===== src/rtl/led_fade_pwm.sv =====
// LED fade stage: per-channel PWM brightness that snaps to full when the
// active-low request pattern lights a channel, then decays linearly one step
// per decay tick, leaving a fading tail behind the stepper sweep.
module led_fade_pwm #(
  parameter int unsigned PWM_BITS  = 4,
  parameter int unsigned DECAY_DIV = 1562500
) (
  input  logic       clock,
  input  logic       reset,
  input  logic [7:0] pattern_n,
  output logic [7:0] LED
);

  localparam logic [PWM_BITS-1:0] MaxVal    = {PWM_BITS{1'b1}};
  // Last PWM count is MAX-1, so the period is MAX clocks and bright = MAX gives 100% duty.
  localparam logic [PWM_BITS-1:0] PwmLast   = PWM_BITS'(2 ** PWM_BITS - 2);
  localparam logic [23:0]         DecayLast = 24'(DECAY_DIV - 1);

  logic [23:0]         decay_cnt_q, decay_cnt_d;
  logic                decay_tick_q, decay_tick_d;
  logic [PWM_BITS-1:0] pwm_cnt_q, pwm_cnt_d;
  logic [PWM_BITS-1:0] bright_q [8];
  logic [PWM_BITS-1:0] bright_d [8];
  logic [7:0]          led_q, led_d;

  // Prescaler and PWM counter next state.
  always_comb begin
    decay_cnt_d  = decay_cnt_q + 24'd1;
    decay_tick_d = 1'b0;
    if (decay_cnt_q == DecayLast) begin
      decay_cnt_d  = 24'd0;
      decay_tick_d = 1'b1;
    end
    pwm_cnt_d = pwm_cnt_q + PWM_BITS'(1);
    if (pwm_cnt_q == PwmLast) begin
      pwm_cnt_d = '0;
    end
  end

  // Per-channel brightness update (load beats decay, saturate at 0) and PWM compare.
  always_comb begin
    for (int i = 0; i < 8; i++) begin
      bright_d[i] = bright_q[i];
      if (!pattern_n[i]) begin
        bright_d[i] = MaxVal;
      end else if (decay_tick_q && (bright_q[i] != '0)) begin
        bright_d[i] = bright_q[i] - PWM_BITS'(1);
      end
      led_d[i] = ~(pwm_cnt_q < bright_q[i]);
    end
  end

  // State registers with synchronous active-high reset.
  always_ff @(posedge clock) begin
    if (reset) begin
      decay_cnt_q  <= 24'd0;
      decay_tick_q <= 1'b0;
      pwm_cnt_q    <= '0;
      bright_q     <= '{default: '0};
      led_q        <= 8'hFF;
    end else begin
      decay_cnt_q  <= decay_cnt_d;
      decay_tick_q <= decay_tick_d;
      pwm_cnt_q    <= pwm_cnt_d;
      bright_q     <= bright_d;
      led_q        <= led_d;
    end
  end

  assign LED = led_q;

endmodule


===== config.mk =====
export PLATFORM = sky130hd
export DESIGN_NAME = led_fade_pwm
export DESIGN_NICKNAME = d
export VERILOG_FILES = /design/src/rtl/led_fade_pwm.sv
export SDC_FILE = /design/constraint.sdc
export NUM_CORES = 1
export LEC_CHECK = 0
export ABC_AREA = 0
export ABC_CLOCK_PERIOD_IN_PS = 3500
export BUFFER_PORTS_ARGS = -buffer_cell sky130_fd_sc_hd__buf_2
export CORE_MARGIN = 4
export CORE_UTILIZATION = 45
export DETAILED_ROUTE_END_ITERATION = 6
export PLACE_DENSITY = 0.6
export SLEW_MARGIN = 25
export SYNTH_ARGS = -nofsm -noshare
export SYNTH_HDL_FRONTEND = slang
export SYNTH_SLANG_ARGS = --single-unit
export TNS_END_PERCENT = 20

===== constraint.sdc =====
create_clock -name clock -period 3.5 [get_ports clock]
set_input_delay 0.525 -clock clock [delete_from_list [all_inputs] [get_ports clock]]
set_output_delay 0.525 -clock clock [all_outputs]
set_load 0.02 [all_outputs]

* Yosys cells after proc, flatten, opt, wreduce, memory -nomap -nowiden
Index checks and enable logic that the tools add are counted.
Storage, ports and cells: input port bits 10, logic and storage cells 83, bits in registers 69, output and inout port bits 8
Operators by class: reduce and logical (&&, ||, !) cells 18, bitwise gates (word level) 8, equality and inequality tests 10, order comparisons 8, mux-type cells 17, $add $sub $neg 10
Operators with widths (number):
- 4-bit two-way mux | 16
- 4-bit < comparator | 8
- 4-bit nonzero test | 8
- 4-bit by 1-bit subtractor with 4-bit output (second input constant) | 8
- 24-bit by 1-bit adder with 24-bit output (second input constant) | 1
- 24-bit by 21-bit equality test with 1-bit output (second input constant) | 1
- 2-bit by 1-bit inequality test with 1-bit output (second input constant) | 8
- 1-bit logical AND | 8
- 1-bit inverter | 8
- 4-bit by 1-bit adder with 4-bit output (second input constant) | 1
- 4-bit equality test (second input constant) | 1
- 2-bit OR reduction | 2
- 1-bit two-way mux | 1

* Longest topological paths before layout
depth in word-level cells 4, gate-level depth with buffers 6, depth with buffers taken out 6

* Worst setup path after synthesis
Ideal clock, no wire load.
kind register -> register, start reg decay_cnt_q[0], end reg decay_cnt_q[20], period minus slack after synthesis 1.910 ns, slack 1.590 ns, cell stages (with the launch flop) 7, setup time 0.070 ns, path buffers 1, required time 3.430 ns, arrival 1.839 ns, cell sequence dfxtp_1 ha_1 nand3_1 or4_1 buf_2 or4_1 a21oi_1
Between the ends: cells in the longest elaborated chain, start to end 2, elaborated cells on any way between the ends 3, those cells by class add/sub (1); eq/ne (1); reduce/logical (1)
RTL lines:
- from (decl) | line 19 | logic [23:0] decay_cnt_q, decay_cnt_d;
- from (signal assigned) | line 62 | decay_cnt_q <= decay_cnt_d;
- branches (longest 2 deep; another with 24-bit by 1-bit adder with 24-bit output)
Parallel ways; which one is timed is not known. A chain may end at the register's enable or synchronous reset.

* Worst setup path in the final report
Ends and elaborated chain as after synthesis.

==> impl.org <==
** Status
- The flow ran to the end, and the final reports show no timing, DRC or antenna violations.

** Worst setup path
- Among the stages of the critical path, the cell type that occurs most often is sky130_fd_sc_hd__or4_1.
- Critical-path cell list :: ha_1 > nand3_1 > or4_1 > or4_1 > a21oi_1
- Kind of end point of the critical path :: flip-flop
- Kind of critical path :: flip-flop to flip-flop
- Data arrives at the worst endpoint at 2350 ps.
- CP startpoint :: decay_cnt_q[0]$_SDFF_PP0_
- Largest driver fanout on the critical path :: 9
- CP top delay family :: simple AND/OR/NAND/NOR gates
- Cell at the slowest stage of the critical path :: sky130_fd_sc_hd__or4_1
- Worst-case register-to-register setup slack :: 1420 ps
- Depth of the worst register-to-register path :: 5
- In this run the critical register-to-register path is captured at decay_cnt_q[20]$_SDFF_PP0_.
- The worst register-to-register path begins at decay_cnt_q[0]$_SDFF_PP0_.
- Together, buffers and inverters on the worst path number 0.
- Worst endpoint required time :: 3770 ps
- The worst setup path is launched from a flip-flop.
- Longest individual stage delay on the worst path :: 680 ps

** Clocking
- Max clock buf depth :: 2
- Once the clock tree was built, the setup fixing pass inserted 0 buffers.
- Clock insertion delay at the later pin of the skew report :: 340 ps
- Clock tree synthesis inserted a total of 9 buffers.
- The H-tree was split into 3 levels.
- The root buffer cell chosen for the clock tree is sky130_fd_sc_hd__clkbuf_8.
- Clock-pin slew was measured on the worst setup and hold paths at 80 ps.
- In this run, post-CTS repair resized a total of 0 instances.
- CTS tree :: done
- Hold repair after CTS inserted 0 buffers.
- Number of clock sinks :: 69

** Drt
- For this block, the via count after detailed routing is 2807.
- After the first detailed-routing iteration, the DRC count stood at 81.
- DR vias/cell :: 5.29
- Number of optimization iterations in the first detailed-route pass :: 7
- The detail route stage leaves a number of antenna-violating nets equal to 0.
- In the final routed layout, each cell accounts on average for 12.9 um.
- The final layout contains routed wiring with a total length of 6840 um.
- Count of unresolved DRC violations after routing :: 0

** Synthesis
- EDFF count, synth :: 0
- Among all flip-flop cells after synthesis, the most frequent one is sky130_fd_sc_hd__dfxtp_1.
- Cells after synthesis :: 409
- Leading area contributor after synthesis :: sky130_fd_sc_hd__dfxtp_1
- The number of nets handed over by synthesis was 455.
- Netlist cell types :: 35
- Post-synthesis instance area :: 3630 um^2
- Post-synthesis sequential element count :: 69
- Synthesized area per cell :: 8.87 um^2
- After synthesis, the share of flip-flops with an asynchronous set or reset is 0%.
- During synthesis, Yosys emitted a total of 0 warnings.
- For this run, the register share of the synthesized area comes to 38.1%.
- Portion of synthesized cell area occupied by the leading cell type :: 38.1%
- Leading post-synthesis cells by cell area :: sky130_fd_sc_hd__dfxtp_1, sky130_fd_sc_hd__ha_1, sky130_fd_sc_hd__a21oi_1, sky130_fd_sc_hd__xnor2_1, sky130_fd_sc_hd__inv_1

** Floorplan
- Row cnt :: 32
- In this run the vertical extent of the chip is 97.8 um.
- Boundary pin count :: 18
- Starting Density :: 46.7%
- The floorplan step set the die width to 97.8 um.
- The total area inside the core boundary comes to 7770 um^2.
- Die Outline Area :: 9560 um^2

** STA
- Final clock period utilization by the worst path :: 59.4%
- Worst rel slew slack :: 33.5%
- The number of pins with negative max-slew slack in the final report came to 0.
- Setup TNS :: 0 ps
- Setup repair after global routing missed its margin :: no
- Clock Skews :: 11.1 ps
- Hold is met by 395 ps.
- Setup violations remaining at the end of the flow were counted as 0.
- Based on the critical path, the design can be clocked at up to 0.481 GHz.
- At the pin with the least slew margin, the transition time is 996 ps.
- The count of endpoints failing hold in the final timing report is 0.
- The worst path in the final design needs a cycle of 2080 ps, including I/O delays and setup.

** Place
- Placed cells :: 515
- Port buffering added 17 buffers.
- Weighted congestion at the end of routability-driven global placement :: 0.765
- Post-detail-place hpwl :: 4670 um

** Worst hold path
- Hold Path Cell Cnt :: 2
- The path with the worst hold slack has its endpoint at bright_q[30]$_SDFFE_PP0P_.
- The worst hold path begins at pattern_n[0].
- The path class of the tightest hold or removal check is input pin to flip-flop.

** Finish
- Cells with a size suffix above 1 make up 11.2% of the layout.
- Leaving out filler cells and counting taps, the final layout contains 531.
- Final antenna diode count :: 0
- Area grow syn2layout :: 10.2%
- Final nets :: 470

** Global routing
- Pin count of the biggest net entering global routing :: 46
- The via count of the first global-routing pass is 2725.
- Global routing used 15.3% of the available tracks across all layers.
- The number of antenna violations at the first check in global routing came to 0.
- Wire length of the first global-routing pass :: 12200 um
- Overflow left after global routing :: 0

** Power and ir drop
- In this run the power density over the cells is 436 nW/um^2.
- Worst ir drop on vdd :: 0.208 mV
- Summed over all cells, the static leakage comes to 1.68 nW.

** Job
- Max-cap check violation count :: 0
## state kept, by name, indices dropped and copies added (netlist names)
signal,count
LED,8
decay_tick_q,1
decay_cnt_q,24
pwm_cnt_q,4
bright_q,32
## worst register-to-register path: stages, from the launching register on
cell	delay (ps)
sky130_fd_sc_hd__dfxtp_1	410
sky130_fd_sc_hd__ha_1	190
sky130_fd_sc_hd__nand3_1	80
sky130_fd_sc_hd__or4_1	680
sky130_fd_sc_hd__or4_1	520
sky130_fd_sc_hd__a21oi_1	140
## layout by cell type, fill, tap and decap left out, types with 2 or more instances in the layout
master,count
sky130_fd_sc_hd__a211o_1,8
sky130_fd_sc_hd__a21o_1,16
sky130_fd_sc_hd__a21oi_1,50
sky130_fd_sc_hd__a31o_2,3
sky130_fd_sc_hd__a31oi_1,3
sky130_fd_sc_hd__and3_1,3
sky130_fd_sc_hd__buf_2,17
sky130_fd_sc_hd__clkbuf_8,10
sky130_fd_sc_hd__clkinv_4,2
sky130_fd_sc_hd__dfxtp_1,69
sky130_fd_sc_hd__ha_1,36
sky130_fd_sc_hd__inv_1,47
sky130_fd_sc_hd__mux2_2,8
sky130_fd_sc_hd__nand2_1,12
sky130_fd_sc_hd__nand2b_1,9
sky130_fd_sc_hd__nand3_1,9
sky130_fd_sc_hd__nand3_2,2
sky130_fd_sc_hd__nand4_1,6
sky130_fd_sc_hd__nor2_1,26
sky130_fd_sc_hd__nor3_1,8
sky130_fd_sc_hd__nor4_1,2
sky130_fd_sc_hd__o2111ai_1,8
sky130_fd_sc_hd__o21ai_0,6
sky130_fd_sc_hd__o31ai_1,14
sky130_fd_sc_hd__or3_1,6
sky130_fd_sc_hd__or4_1,8
sky130_fd_sc_hd__xnor2_1,22
sky130_fd_sc_hd__xor2_1,5
## final cells by class
class | instances | area (um^2)
fillers | 773 | 3770
multi-input cells | 279 | 2020
clock inverters | 5 | 60.1
flip-flops and latches | 69 | 1380
well taps | 102 | 128
inverters | 47 | 176
repair buffers | 18 | 92.6
clock buffers | 11 | 141
## worst max path at each step
stage | slack [ps] | cells after the start | endpoint
6_report | 1420 | 5 | decay_cnt_q[20]$_SDFF_PP0_
5_1_grt | 1270 | 5 | decay_cnt_q[20]$_SDFF_PP0_
4_1_cts | 1410 | 5 | decay_cnt_q[22]$_SDFF_PP0_
3_5_place_dp | 1440 | 5 | decay_cnt_q[22]$_SDFF_PP0_
3_3_place_gp | 1500 | 5 | decay_cnt_q[20]$_SDFF_PP0_
2_1_floorplan | 1590 | 6 | decay_cnt_q[20]$_SDFF_PP0_
## synthesized netlist by cell type (all sizes together) (2+ instances only)
master / instances
dfxtp: 69
a21oi: 50
inv: 47
ha: 36
nor2: 26
xnor2: 22
a21o: 16
o31ai: 15
nand2: 12
clkbuf: 11
nand3: 11
nand2b: 9
a211o: 8
mux2: 8
nor3: 8
o2111ai: 8
or4: 8
nand4: 6
o21ai: 6
or3: 6
xor2: 5
a31o: 3
a31oi: 3
and3: 3
buf: 3
nor4: 2
or2: 2
## metrics by stage
| step | utilization, % | worst slack, ps | power, mW | instance area (um^2) |
|---|---|---|---|---|
| after global routing | 51.4 | 1270 | 1.86 | 4000 |
| after detailed placement | 48.9 | 1440 | 1.11 | 3790 |
| final | 51.4 | 1420 | 1.74 | 4000 |
| after floorplan | - | 1590 | 1.05 | 3630 |
| after CTS | 51.4 | 1410 | 1.78 | 4000 |
| after global placement | 48.9 | 1500 | 1.10 | 3790 |
## logic make-up (layout without fill, tap and decap cells)
group | count (synthesis) | count (layout) | synth area share (%)
AO/OA/AOI/OAI | 109 | 109 | 19.3
AND/OR/NAND/NOR | 98 | 98 | 14.5
flip-flops | 69 | 69 | 38.1
buffers and inverters | 61 | 81 | 6.42
adder cells (fa/ha/maj) | 36 | 36 | 12.4
XOR/XNOR | 27 | 27 | 6.52
multiplexers | 9 | 9 | 2.76
## routing by layer
metal | routed length (um) | track usage, % | part of all wire, %
met1 | 3350 | 19.1 | 49
met2 | 3220 | 25.8 | 47
met3 | 191 | 4.29 | 2.8
met4 | 77 | 4.90 | 1.1
met5 | 0 | 0 | 0
## power by group
part / switching, mW / total (mW) / leakage (nW) / internal [mW]
Sequential: 0.0383 / 0.868 / 0.571 / 0.829
Combinational: 0.117 / 0.222 / 1.01 / 0.105
Clock: 0.301 / 0.651 / 0.0995 / 0.350
No activity file was read; power rests on OpenSTA's default activity.
